==> src/rtl/serial_sub.sv <==
`timescale 1ns/1ps
// Bit-serial WIDTH-bit subtractor: one full-subtractor cell plus a borrow flop,
// LSB first, start/done handshake; diff = a - b mod 2^WIDTH, borrow_out = (a < b).
//
// state | meaning
// IDLE  | waiting for start, result registers hold last value
// RUN   | one difference bit produced per clock
// DONE  | single-cycle result-valid pulse, start accepted back-to-back
module serial_sub #(
  parameter int WIDTH = 8
) (
  input  logic             clk,
  input  logic             rst_n,
  input  logic             start,
  input  logic [WIDTH-1:0] a,
  input  logic [WIDTH-1:0] b,
  output logic             busy,
  output logic             done,
  output logic [WIDTH-1:0] diff,
  output logic             borrow_out
);

  localparam int CW = (WIDTH > 1) ? $clog2(WIDTH) : 1;

  localparam logic [1:0] IDLE = 2'd0;
  localparam logic [1:0] RUN  = 2'd1;
  localparam logic [1:0] DONE = 2'd2;

  logic [1:0]       state_q, state_d;
  logic [WIDTH-1:0] sa_q, sa_d;
  logic [WIDTH-1:0] sb_q, sb_d;
  logic [WIDTH-1:0] diff_q, diff_d;
  logic [CW-1:0]    cnt_q, cnt_d;
  logic             br_q, br_d;
  logic             bout_q, bout_d;
  logic             x, y, d_bit, br_nx;

  always_comb begin
    x     = sa_q[0];
    y     = sb_q[0];
    d_bit = x ^ y ^ br_q;
    br_nx = (~x & y) | (~(x ^ y) & br_q);
  end

  always_comb begin
    state_d = state_q;
    sa_d    = sa_q;
    sb_d    = sb_q;
    diff_d  = diff_q;
    cnt_d   = cnt_q;
    br_d    = br_q;
    bout_d  = bout_q;
    case (state_q)
      IDLE, DONE: begin
        if (start) begin
          sa_d    = a;
          sb_d    = b;
          br_d    = 1'b0;
          cnt_d   = '0;
          diff_d  = '0;
          bout_d  = 1'b0;
          state_d = RUN;
        end else if (state_q == DONE) begin
          state_d = IDLE;
        end
      end
      RUN: begin
        diff_d = {d_bit, diff_q[WIDTH-1:1]};
        sa_d   = sa_q >> 1;
        sb_d   = sb_q >> 1;
        br_d   = br_nx;
        cnt_d  = cnt_q + 1'b1;
        // last bit: the borrow leaving the MSB is the unsigned a < b flag
        if (cnt_q == CW'(WIDTH - 1)) begin
          bout_d  = br_nx;
          state_d = DONE;
        end
      end
      default: state_d = IDLE;
    endcase
  end

  always_ff @(posedge clk or negedge rst_n) begin
    if (!rst_n) begin
      state_q <= IDLE;
      sa_q    <= '0;
      sb_q    <= '0;
      diff_q  <= '0;
      cnt_q   <= '0;
      br_q    <= 1'b0;
      bout_q  <= 1'b0;
    end else begin
      state_q <= state_d;
      sa_q    <= sa_d;
      sb_q    <= sb_d;
      diff_q  <= diff_d;
      cnt_q   <= cnt_d;
      br_q    <= br_d;
      bout_q  <= bout_d;
    end
  end

  assign busy       = (state_q == RUN);
  assign done       = (state_q == DONE);
  assign diff       = diff_q;
  assign borrow_out = bout_q;

endmodule
==> config.mk <==
export PLATFORM = sky130hd
export DESIGN_NAME = serial_sub
export DESIGN_NICKNAME = d
export VERILOG_FILES = /design/src/rtl/serial_sub.sv
export SDC_FILE = /design/constraint.sdc
export NUM_CORES = 1
export LEC_CHECK = 0
export CAP_MARGIN = 30
export CORE_UTILIZATION = 38
export DETAILED_ROUTE_END_ITERATION = 8
export PLACE_DENSITY = 0.67
export SLEW_MARGIN = 20
export SYNTH_ARGS = -nofsm -noshare
export SYNTH_HDL_FRONTEND = slang
export SYNTH_SLANG_ARGS = --single-unit
==> constraint.sdc <==
create_clock -name clk -period 1.9 [get_ports clk]
set_input_delay 0.38 -clock clk [delete_from_list [all_inputs] [get_ports clk]]
set_output_delay 0.38 -clock clk [all_outputs]
set_load 0.05 [all_outputs]
==> results.cfg <==
[drt]
drc_errors = 0
antenna_left = 0
drt-wirelength-per-cell_um = 13.7
vias_per_cell = 5.36
vias = 1243
first_iter_violations = 39
firstDrtPassIters = 4
drt-total-wl_um = 3170

[timing]
hold_ws_ns = 0.495
final.setup.tns_ns = 0
relSlewSlack_pct = 66.6
hold_violations = 0
fin_crit_sh_pct = 97.1
rsz0062_at_grt = no
fmax_mhz = 542
fin_skew_ns = 0.00250
final_max_slew_viol_count = 0
finalSetupViolations = 0
worst_slew_pin_slew_ns = 0.500
fin_crit_ns = 1.84

[setup_path]
critPathSlowestCell = clkdlybuf4s50_1
r2r_slack_ns = 0.56
rr_endpoint = borrow_out$_DFFE_PN0P_
crit_arrival_ns = 1.46
startpoint = diff[2]$_DFFE_PN0P_
criticalPathCategory = reg -> out
crit_fanout = 3
path_cells = clkdlybuf4s50_1
reg2regPathDepth = 5
crit_buf_inv = 1
worst_setup_path_end_kind = output pin
slowest_delay_ns = 0.81
cp-endpoint = diff[2]
r2r_start = cnt_q[0]$_DFFE_PN0P_
cp_top_family = buffers and inverters
worst-endpoint-required_ns = 1.52
cp.depth = 1
start_kind = flop

[finish]
antenna_cells = 0
final_nets = 205
nFillCells = 386
seq_area_um2 = 776
multi_input_area_um2 = 769
area_delta_synth_final_pct = 22.9
drive_above_1_share_pct = 12.6
stdcell_count = 232

[pwr]
p_per_area_nw_per_um2 = 1570
p_leak_nw = 0.846
ir_drop_mv = 0.555
power_mw = 3.19

[logic_synthesis]
async_flop_share_pct = 100
syn-num-nets = 175
yosys_warnings = 0
netlist.area_leader.share_pct = 46.9
synth-seq-cells = 31
syn_area_um2 = 1650
synth.top_cells.by_count = dfrtp_1 (31), mux2i_1 (26), a21oi_1 (14)
ys_seq_area_share_pct = 46.9
postSynthCellCount = 153
yosysTopAreaCell = dfrtp_1
synth_edf_count = 0
synth_cell_type_count = 26
yosys.cell_count.top_type = dfrtp_1
syn_avg_cell_area_um2 = 10.8
synth.area.top_cells = dfrtp_1 (47%), mux2i_1 (16%), a211oi_1 (5.9%)
synth_ff_type = dfrtp_1

[floorplanning]
pin_count = 30
die_h_um = 68.0
die-area_um2 = 4620
die_x_um = 68.0
start_util_pct = 40.4
rows = 23
core_um2 = 4090

[global_route]
grt-ovfl-total = 0
antenna_found_initial = 0
track_usage_pct = 15.8
grt_first_pass_wirelength_um = 5390
first_global_vias = 1220
grt_start_max_net_pins = 35

[status]
status = completed

[run]
drv_cap = 0

[cts]
htree_levels = 2
clk_latency_ns = 0.27
tritoncts = built
path_clk_slew_ns = 0.06
root_buffer = clkbuf_8
cts.sinks = 31
cts_buffer_depth = 2
cts_buffers = 5

[worst_hold_path]
min_path_type = in -> async

[placed_design]
io_buffers = 29
hpwl_um = 2230
gp_congestion = 0.723
dp.cells = 226
## cell usage in the layout, fill, tap and decap left out, drive strengths merged
cell type / n
a211oi: 13
a21oi: 15
a22o: 2
and2: 1
and2b: 5
buf: 13
clkbuf: 6
clkdlybuf4s50: 20
dfrtp: 31
dlymetal6s2s: 1
fa: 1
ha: 2
inv: 4
mux2i: 26
nand2: 11
nand2b: 3
nand3: 3
nor2: 1
nor2b: 9
o211a: 1
o21ai: 13
o22ai: 1
## worst reg2reg max path, cell delays in order, from the launching register on
cell and delay [ns]:
dfrtp_1 0.40, ha_1 0.21, ha_1 0.20, nand2b_1 0.10, mux2i_1 0.21, o21ai_0 0.10
## per-stage QoR
| stage | cell area [um^2] | util [%] | setup WS, ns |
|---|---|---|---|
| final | 2030 | 49.7 | 0.0556 |
| after global routing | 2030 | 49.7 | 0.00160 |
| after CTS | 2030 | 49.6 | 0.0427 |
| after detailed placement | 1960 | 47.9 | 0.204 |
| after global placement | 1960 | 47.9 | 0.234 |
| after floorplan | 1650 | - | 0.171 |
## kinds of logic after synthesis
group                    Yosys count  share of synthesized area [%]
buffers and inverters             15                           6.51
AND/OR/NAND/NOR                   33                           11.4
AO/OA/AOI/OAI                     45                           16.7
multiplexers                      26                           15.7
flip-flops                        31                           46.9
adder cells (fa/ha/maj)            3                           2.73
## registers in the layout (all words and copies together) (netlist names)
signal and cells:
sb_q 8, state_q 2, br_q 1, sa_q 8, diff 8, borrow_out 1, cnt_q 3
## layout make-up
type / instances / area share, %
clock buffer: 6 / 3.57
inverter: 4 / 0.739
timing repair buffer: 34 / 16.5
tap: 50 / 3.08
multi-input combinational: 107 / 37.9
sequential: 31 / 38.2
## worst min-delay path by stage
stage                         startpoint                     end  slack (ns)  cells past startpoint
floorplan                          rst_n  borrow_out$_DFFE_PN0P_        0.08                      0
global placement    cnt_q[1]$_DFFE_PN0P_    cnt_q[1]$_DFFE_PN0P_        0.49                      2
detailed placement   diff[1]$_DFFE_PN0P_     diff[1]$_DFFE_PN0P_        0.51                      1
CTS                                rst_n     diff[2]$_DFFE_PN0P_        0.52                      2
global route                       rst_n     diff[1]$_DFFE_PN0P_        0.54                      2
finish                             rst_n     diff[2]$_DFFE_PN0P_        0.50                      2
## per-layer routing
layer  vias to the layer above  track usage (%)  routed length (um)
met1                       604             18.2                1430
met3                         5             5.00                 166
met4                         0             5.47                  27
li1                        606                -                   -
met2                        28             27.3                1550
met5                         -                0                   0
## power by group
group | switching [mW] | total [mW] | internal (mW)
clock | 0.217 | 0.460 | 0.243
combinational | 0.881 | 1.49 | 0.614
sequential | 0.266 | 1.24 | 0.969
total | 1.36 | 3.19 | 1.83
## repair_timing
action / CTS / global route
hold buffers: 0 / 0
setup buffers: 0 / 0
resized for setup: 0 / 1
setup endpoints to repair: 0 / 1
No activity file was read; power rests on OpenSTA's default activity.
==> RTL edit, RTL diff (same settings) <==
Change the parameter `WIDTH` from 8 to 16.
--- a/src/rtl/serial_sub.sv
+++ b/src/rtl/serial_sub.sv
@@ -7,7 +7,7 @@
 // RUN   | one difference bit produced per clock
 // DONE  | single-cycle result-valid pulse, start accepted back-to-back
 module serial_sub #(
-  parameter int WIDTH = 8
+  parameter int WIDTH = 16
 ) (
   input  logic             clk,
   input  logic             rst_n,
Interface: changed (resized a, b and diff); port bits go from 30 to 54. No check against the original RTL was run, so the function may have changed too.
==> RTL edit against the unedited design <==
- total power up 75%
- synthesized cell count up 35%
- final area up 51%
- count of clock-buffer cells in the layout down 1
- routed wire length up 58%
- hold slack worse by 0.46 ns
- worst setup slack better by 0.035 ns
- sequential cell count up 25
- global-route usage up 1.0 points
- utilization up 2.2 points
- area after synthesis up 40%
- final cell count up 43%
==> RTL edit: results (changes against the unedited design) <==
Status
  • Run status: finished clean

Setup path
  • Setup slack of the worst register-to-register path: 0.40 ns (-0.16 ns)
  • Arrival time worst endpoint: 1.43 ns (-0.03 ns)
  • Startpoint of the worst-slack reg-to-reg timing path: state_q[0]
  • Worst-path cell with the longest stage delay: dfrtp_1
  • Crit. Startpoint: state_q[1]
  • Maximum fanout count along the critical path: 19 (+16)
  • Crit Reg-Reg Endpoint: diff[12]
  • Crit path largest cell delay: 0.38 ns (-0.43 ns)

Global route
  • Wire length of the first global-routing pass: 8300 um (+54%)
  • Aggregate global-route resource usage: 16.8% (+1.0 points)
  • Vias in the first global route: 1725 (+41%)

Final layout
  • Net count, final: 293 (+43%)
  • Share of post-route cells with drive strength above 1: 8.95% (-3.7 points)

Yosys
  • Cell types occupying the most area after synthesis: dfrtp_1 60%, a22oi_1 9.4%, a22o_1 7.5%, nand3_1 6.7%, nand2_1 5.0%
  • Net count after synthesis: 244 (+39%)
  • Top post-synthesis cells by count: 56 x dfrtp_1, 31 x nand2_1, 31 x nand3_1, 29 x a22oi_1, 20 x a22o_1
  • Sequential element share of the synthesized area: 60.4% (+13 points)
  • Count of different cell masters after synthesis: 24 (-7.7%)

Place
  • Post-placement cell area: 2940 um^2 (+50%)
  • Placer's final routability congestion estimate: 0.730 (+1.0%)
  • Final HPWL DP: 3150 um (+41%)
  • DP Worst Slack: 0.0258 ns (-0.179 ns)
  • Cell count after placement: 323 (+43%)

Floorplanning
  • Width of the die: 80.2 um (+18%)

Routing
  • Number of DRC violations after detailed-routing iteration 0: 111 (+180%)
  • Routed vias: 1815 (+46%)
  • DRT Wirelength: 5030 um (+58%)

Power
  • Total internal power: 3.21 mW (+76%)
  • Worst vdd ir: 979 uV (+77%)

CTS
  • Number of gates given a new drive strength after cts: 10 (+10)

Timing
  • Smallest hold slack: 0.0325 ns (-0.463 ns)
## RTL edit: cell count changes after synthesis, sizes merged, moves of 6 or more
cell | unedited run | this run
a22oi | 0 | 29
nand3 | 3 | 31
dfrtp | 31 | 56
mux2i | 26 | 2
nand2 | 11 | 31
a22o | 2 | 20
a21oi | 15 | 0
a211oi | 13 | 0
o21ai | 13 | 3
buf | 9 | 16
nor2b | 9 | 3
## RTL edit: how the worst max path moves through the flow
stage	cells past startpoint	endpoint	slack (ns)
floorplan	1	done	0.44
global placement	5	cnt_q[2]	0.05
detailed placement	5	cnt_q[2]	0.03
CTS	1	diff[13]	0.004
global route	4	busy	0.01
finish	4	busy	0.09
## RTL edit: power by group through the flow
stage	Clock [mW]	Combinational (mW)	Sequential (mW)
3_3_place_gp	0	2.68	2.09
6_report	0.781	2.72	2.08
5_1_grt	0.858	2.97	2.15
2_1_floorplan	0	1.40	2.59
3_5_place_dp	0	2.74	2.10
4_1_cts	0.804	2.68	2.08
## RTL edit: layout make-up
type / instances / area share, %
multi-input cells: 130 / 26.4
flip-flops and latches: 56 / 45.6
clock inverters: 3 / 1.38
repair buffers: 61 / 20.9
clock buffers: 5 / 2.24
inverters: 2 / 0.326
well taps: 75 / 3.05
## RTL edit: cell families (layout without fill, tap and decap cells)
group | after synthesis | after routing | synth area share [%]
buffers and inverters | 21 | 71 | 4.74
muxes | 2 | 2 | 0.863
DFF | 56 | 56 | 60.4
and+or+nand+nor | 72 | 72 | 14.2
AOI/OAI and AO/OA | 54 | 54 | 18.4
adders and majority gates | 2 | 2 | 1.40
## RTL edit: per-layer routing
layer / share of wire, % / vias up / track usage, %
met3: 4.4 / 6 / 4.09
met2: 46 / 51 / 25.9
met5: 0 / - / 0
met1: 49 / 909 / 23.6
li1: - / 849 / -
met4: 1.2 / 0 / 4.82
